**src/rtl/dmem_access_ctrl.sv**
```systemverilog
// Data-memory access controller: one LW/SW word transfer over a req/ack bus, stalling the CPU until done.
// Optional bus-hang abort is built when DMEM_TIMEOUT_EN is defined.
module dmem_access_ctrl #(
  parameter int ADDR_W  = 32,
  parameter int DATA_W  = 32,
  parameter int TIMEOUT = 255
) (
  input  logic              clk,
  input  logic              rst_n,
  input  logic              mem_read,
  input  logic              mem_write,
  input  logic [ADDR_W-1:0] addr,
  input  logic [DATA_W-1:0] wdata,
  output logic [DATA_W-1:0] rdata,
  output logic              stall,
  output logic              err,
  output logic              bus_req,
  output logic              bus_we,
  output logic [ADDR_W-1:0] bus_addr,
  output logic [DATA_W-1:0] bus_wdata,
  input  logic              bus_ack,
  input  logic [DATA_W-1:0] bus_rdata
);

  typedef enum logic [1:0] {IDLE, REQ, DONE} state_t;

  state_t state, state_nx;
  logic   access_ok;
  logic   access_bad;
  logic   ack_take;
  logic   tmo_hit;

`ifdef DMEM_TIMEOUT_EN
  localparam int CNT_W = ($clog2(TIMEOUT + 1) > 8) ? $clog2(TIMEOUT + 1) : 8;
  localparam logic [CNT_W-1:0] TMO_LAST = CNT_W'(TIMEOUT - 1);
  logic [CNT_W-1:0] tmo_cnt;
`endif

  always_comb begin
    state_nx   = state;
    stall      = 1'b0;
    access_ok  = 1'b0;
    access_bad = 1'b0;
    ack_take   = 1'b0;
    tmo_hit    = 1'b0;
    case (state)
      IDLE: begin
        if (mem_read || mem_write) begin
          if ((mem_read && mem_write) || (addr[1:0] != 2'b00)) begin
            access_bad = 1'b1;
          end else begin
            access_ok = 1'b1;
            stall     = 1'b1;
            state_nx  = REQ;
          end
        end
      end
      REQ: begin
        stall = 1'b1;
        if (bus_ack) begin
          ack_take = 1'b1;
          state_nx = DONE;
        end
`ifdef DMEM_TIMEOUT_EN
        // The count reflects REQ cycles already spent, so TIMEOUT-1 marks the last one.
        else if (tmo_cnt == TMO_LAST) begin
          tmo_hit  = 1'b1;
          state_nx = DONE;
        end
`endif
      end
      DONE:    state_nx = IDLE;
      default: state_nx = IDLE;
    endcase
  end

  // Error responses are registered, so err and the cleared rdata appear the cycle after detection.
  always_ff @(posedge clk) begin
    if (!rst_n) begin
      state     <= IDLE;
      rdata     <= '0;
      err       <= 1'b0;
      bus_req   <= 1'b0;
      bus_we    <= 1'b0;
      bus_addr  <= '0;
      bus_wdata <= '0;
    end else begin
      state   <= state_nx;
      bus_req <= (state_nx == REQ);
      err     <= access_bad || tmo_hit;
      if (access_ok) begin
        bus_addr  <= addr;
        bus_wdata <= wdata;
        bus_we    <= mem_write;
      end
      if (ack_take) begin
        rdata <= bus_we ? '0 : bus_rdata;
      end else if (access_bad || tmo_hit) begin
        rdata <= '0;
      end
    end
  end

`ifdef DMEM_TIMEOUT_EN
  always_ff @(posedge clk) begin
    if (!rst_n) begin
      tmo_cnt <= '0;
    end else if (access_ok) begin
      tmo_cnt <= '0;
    end else if (state == REQ && !bus_ack) begin
      tmo_cnt <= tmo_cnt + CNT_W'(1);
    end
  end
`endif

endmodule

```
**config.mk**
```make
export PLATFORM = sky130hd
export DESIGN_NAME = dmem_access_ctrl
export DESIGN_NICKNAME = d
export VERILOG_FILES = /design/src/rtl/dmem_access_ctrl.sv
export SDC_FILE = /design/constraint.sdc
export NUM_CORES = 1
export LEC_CHECK = 0
export CORE_MARGIN = 2
export CORE_UTILIZATION = 39
export DETAILED_ROUTE_END_ITERATION = 8
export GPL_TIMING_DRIVEN = 1
export PLACE_DENSITY = 0.88
export SLEW_MARGIN = 20
export SYNTH_ARGS = -nofsm -noshare
export SYNTH_HDL_FRONTEND = slang
export SYNTH_SLANG_ARGS = --single-unit
```
**constraint.sdc**
```tcl
create_clock -name clk -period 1.83 [get_ports clk]
set_clock_uncertainty 0.1 [all_clocks]
set_input_delay 0.2745 -clock clk [delete_from_list [all_inputs] [get_ports clk]]
set_output_delay 0.2745 -clock clk [all_outputs]
set_load 0.1 [all_outputs]
```
# Word level (Yosys, flattened, before mapping)
# Cells that the tools add are included.
totals:
  inputBits: 101
  word_cells: 31
  regBits: 101
op_classes:
  n_eq_ne: 2
  reduce_logical: 6
  n_mux: 16
op_table:
  columns: ["op", "n"]
  rows:
  - ["32-bit 2-to-1 mux", 3]
  - ["1-bit 2-to-1 mux", 8]
  - ["2-bit 2-to-1 mux", 3]
  - ["2-bit by 1-bit == test with 1-bit output, second input constant", 2]
  - ["2-bit case mux with 2 select lines", 1]
  - ["2-bit nonzero test", 2]
  - ["2-bit logical NOT", 1]
  - ["1-bit logical OR", 2]
  - ["1-bit case mux with 2 select lines", 1]
  - ["1-bit logical AND", 1]

# Longest topological paths before layout
logic_depth:
  ltp_word: 7
  depth_mapped: 5
  depth_no_buf: 3

# Worst setup path after synthesis
# Ideal clock, no wire load.
synth_path:
  path_kind: "register to output"
  startpoint: "reg state[0]"
  endpoint: "out stall"
  path_slack_ns: -0.062
  t_arrival_ns: 1.517
  path_stages_with_launch: 4
  n_path_buf: 0
  cell_sequence: "dfxtp_1 nor4_4 nand2_1 nand2_1"
synth_between:
  elab_chain_cells: 2
  word_cells_on_any_way: 3
  classes_between: "1 x eq/ne; 1 x mux; 1 x reduce/logical"
synth_rtl:
  columns: ["item", "line", "source"]
  rows:
  - ["from (decl)", "27", "state_t state, state_nx;"]
  - ["from (signal assigned)", "88", "state <= state_nx;"]
  - ["2-bit by 1-bit == test with 1-bit output or 2-bit logical NOT (tied branches)", "46", "case (state)"]
  - ["1-bit case mux with 2 select lines (*)", "46", null]
  - ["to (decl)", "15", "output logic stall,"]
# Mark *: on every way between the ends. The rest lies on a longest branch, timed or not.

# Worst setup path after layout
layout_path:
  startpoint: "reg state[0]"
  endpoint: "reg bus_addr[0]"
layout_between:
  elab_chain_cells: 2
layout_rtl:
  columns: ["item", "line", "source"]
  rows:
  - ["2-bit logical NOT", "46", null]
  - ["1-bit 2-to-1 mux", "46", null]
  - ["to (signal assigned)", "92", "bus_addr <= addr;"]
  - ["to (decl)", "19", "output logic [ADDR_W-1:0] bus_addr,"]
# No other way between the ends.
# A chain may end at the register's enable or synchronous reset.

==> impl_metrics.tcl <==
set metrics [dict create \
    min_period_over_period 1.01 \
    dp_hpwl_um 9820 \
    synth_fa_ha_area_frac 0 \
    synth_top_family_by_area "compound AO/OA/AOI/OAI gates" \
    synth.avg_cell_area_um2 9.04 \
    synth.area.mux_share 0 \
    fill_cells 555 \
    utilization 0.787 \
    path_class "flop to flop" \
    status "complete, but fails checks" \
    cts_max_level 3 \
    vias 4108 \
    max_freq_ghz 0.542 \
    finalHoldViolCount 0 \
    cp_common_cell "buf_4" \
    pwr-share-comb 0.264 \
    worst_ep_required_time_ns 1.98 \
    fin_cells 752 \
    min_path_cells 3 \
    drive_above_1_share 0.257 \
    yosys.area.top_type "dfxtp_1" \
    r2r_cells 9 \
    timing.slew.headroom 0.700 \
    grt_setup_unrepaired "yes" \
    drc 0 \
    fin_area_mm2 0.00734 \
    cts_root_buf "clkbuf_8" \
    seq_area_frac_synth 0.534 \
    violations "negative setup slack" \
    grt_pass1_wl_um 20800 \
    gp_congestion 0.843 \
    routed_wl_um 13500 \
    port_buffers 200 \
    clk_pin_slew_worst_paths_ns 0.11 \
    startpoint "state[0]" \
    ant_nets 0 \
    ir_worst_vdd_mv 0.512 \
    total_power_mw 5.34 \
    drv_cap 0 \
    synth-seq-cells 101 \
    synth.distinct_cells 25 \
    p_leak_nw 2.63 \
    clkSinkCount 101 \
    cp_cell_sequence "buf_6 -> nor4_4 -> nand2_2 -> buf_4 -> buf_4 -> buf_4 -> buf_4 -> buf_4 -> and3_1" \
    switchingPower_mw 1.68 \
    grt_pass1_vias 4128 \
    via_per_inst 5.46 \
    antenna_found_initial 0 \
    ctsHoldBuffers 0 \
    synth-simple-area-share 0.151 \
    crit_path_end "bus_addr[0]" \
    area_growth_pct 94.0 \
    r2r_start "state[0]" \
    synth_compound_area_frac 0.249 \
    p_int_mw 3.66 \
    grt_use_total 0.255 \
    wire_per_inst_um 18.0 \
    holdWs_ns 0.360 \
    die_width_um 103 \
    synth_cells 419 \
    core_area_mm2 0.00933 \
    drt_iter0_markers 212 \
    synthTopCellsByArea "dfxtp_1 53%, nand3_1 13%, a21oi_1 8.3%, o2bb2ai_1 7.4%, o21ai_0 7.0%" \
    p_sw_frac 0.315 \
    hold_class "input pin to flop" \
    cts_tree "yes" \
    setup_ws_ns -0.0160 \
    cts_buffer_depth 2 \
    placed_area_mm2 0.00701 \
    cp.arrival_ns 2.00 \
    fin_crit_ns 1.85 \
    place_ws_ns -0.410 \
    tightestPinTransition_ns 0.451 \
    drt_pass1_iterations 7 \
    p_clk_frac 0.299 \
    synth.top_cell.area_share 0.534 \
    cp_max_fo 4 \
    synth_warnings 0 \
    crit_slowest_cell "dfxtp_2" \
    worstSetupEndpointType "flop" \
    power.density_mw_per_mm2 728 \
    crit_path_max_incr_delay_ns 0.34 \
    final_nets 719 \
    die-area_mm2 0.0105 \
    cp-start-kind "flop" \
    synth_xor_xnor_area_share 0.00661 \
    pwr-share-seq 0.437 \
    syn_area_mm2 0.00379 \
    setup_viol 3 \
    fin_setup_tns_ns -0.0331 \
    dpl.cell_count 728 \
    synth_fp_nets 520 \
    die_h_um 103 \
    fp-row-count 35 \
    diodes 0 \
    boundaryPins 201 \
    overflow 0 \
    insertion_delay_ns 0.35 \
    slew_violations 0 \
    r2r_end "bus_addr[0]" \
    ff2ff_setup_slack_ns -0.02 \
    start_util 0.406 \
    cts_buffers 9 \
    grt_max_degree 65 \
]
-- layout make-up --
cell class	count	area (um2)	area share
Clock buffer	10	138	0.0187
Clock inverter	6	91.3	0.0124
Inverter	1	3.75	0.000511
Multi-Input combinational cell	272	1580	0.215
Sequential cell	101	2020	0.276
Tap cell	129	161	0.0220
Timing Repair Buffer	233	3350	0.456
-- power groups by stage --
stage | Combinational (mW) | Clock (mW) | Sequential [mW]
floorplan | 0.284 | 0 | 2.81
global placement | 1.35 | 0 | 2.38
detailed placement | 1.38 | 0 | 2.39
CTS | 1.40 | 1.63 | 2.33
global route | 1.47 | 1.71 | 2.34
finish | 1.41 | 1.60 | 2.33
-- metal layers --
metal / part of all wire / track usage / wire, um
met4: 0.024 / 0.0903 / 327
met5: 0 / 0 / 0
met3: 0.086 / 0.0698 / 1160
met2: 0.52 / 0.458 / 7090
met1: 0.37 / 0.289 / 4940
-- worst min-delay path by stage --
stage | start | to | slack, ns
3_5_place_dp | rdata[28] | rdata[28] | 0.39
5_1_grt | bus_rdata[15] | rdata[15] | 0.35
6_report | addr[19] | bus_addr[19] | 0.36
4_1_cts | wdata[6] | bus_wdata[6] | 0.34
2_1_floorplan | bus_rdata[0] | rdata[0] | 0.29
3_3_place_gp | rdata[4] | rdata[4] | 0.38
-- registers in the layout (all words and copies together), names as in the netlist --
| name | cells |
|---|---|
| bus_addr | 32 |
| bus_req | 1 |
| bus_wdata | 32 |
| bus_we | 1 |
| err | 1 |
| rdata | 32 |
| state | 2 |
-- critical path, delay by kind of cell, from the launching register on --
kind | cells | cell delay (ns)
simple gates | 3 | 0.55
buf+inv | 6 | 0.75
flops | 1 | 0.34
-- synthesized netlist by cell type --
cell and number:
and2_1 3, clkbuf_2 1, nor3_2 1, a21oi_1 63, o31ai_1 1, xor2_2 1, nand3_1 95, nand2_1 2
o21ai_0 53, o2bb2ai_1 32, buf_2 6, xnor2_1 1, a211oi_2 1, dfxtp_1 101, or4_1 1, o22ai_1 1
o21ai_1 11, nor4_4 1, and3_1 2, nand2b_1 1, buf_6 6, inv_1 1, clkbuf_1 32, nand3b_1 1
nor2_1 1
-- repair_timing --
item                       in CTS  in global routing
setup buffers                   6                  1
pin swaps                       3                  3
gates resized for setup        11                  6
setup endpoints to repair       2                 27
cloned                          0                  1
-- kinds of logic (layout without fill, tap and decap cells) --
family	count (synthesis)	count (layout)
AOI/OAI and AO/OA	162	162
xor gates and xnor gates	2	2
buffers and inverters	46	250
DFF	101	101
and+or+nand+nor	108	108
-- placed cells by master, fill, tap and decap left out, types with 2 or more instances in the layout --
master and instances:
a21oi_1 63, and2_1 3, and3_1 2, buf_12 105, buf_4 22, buf_6 5
bufinv_16 2, clkbuf_8 10, clkdlybuf4s50_1 96, dfxtp_1 99, dfxtp_2 2, dlygate4sd2_1 3
inv_6 3, nand2_2 2, nand3_1 95, o21ai_0 48, o21ai_1 16, o2bb2ai_1 32
No activity file was read; power rests on OpenSTA's default activity.
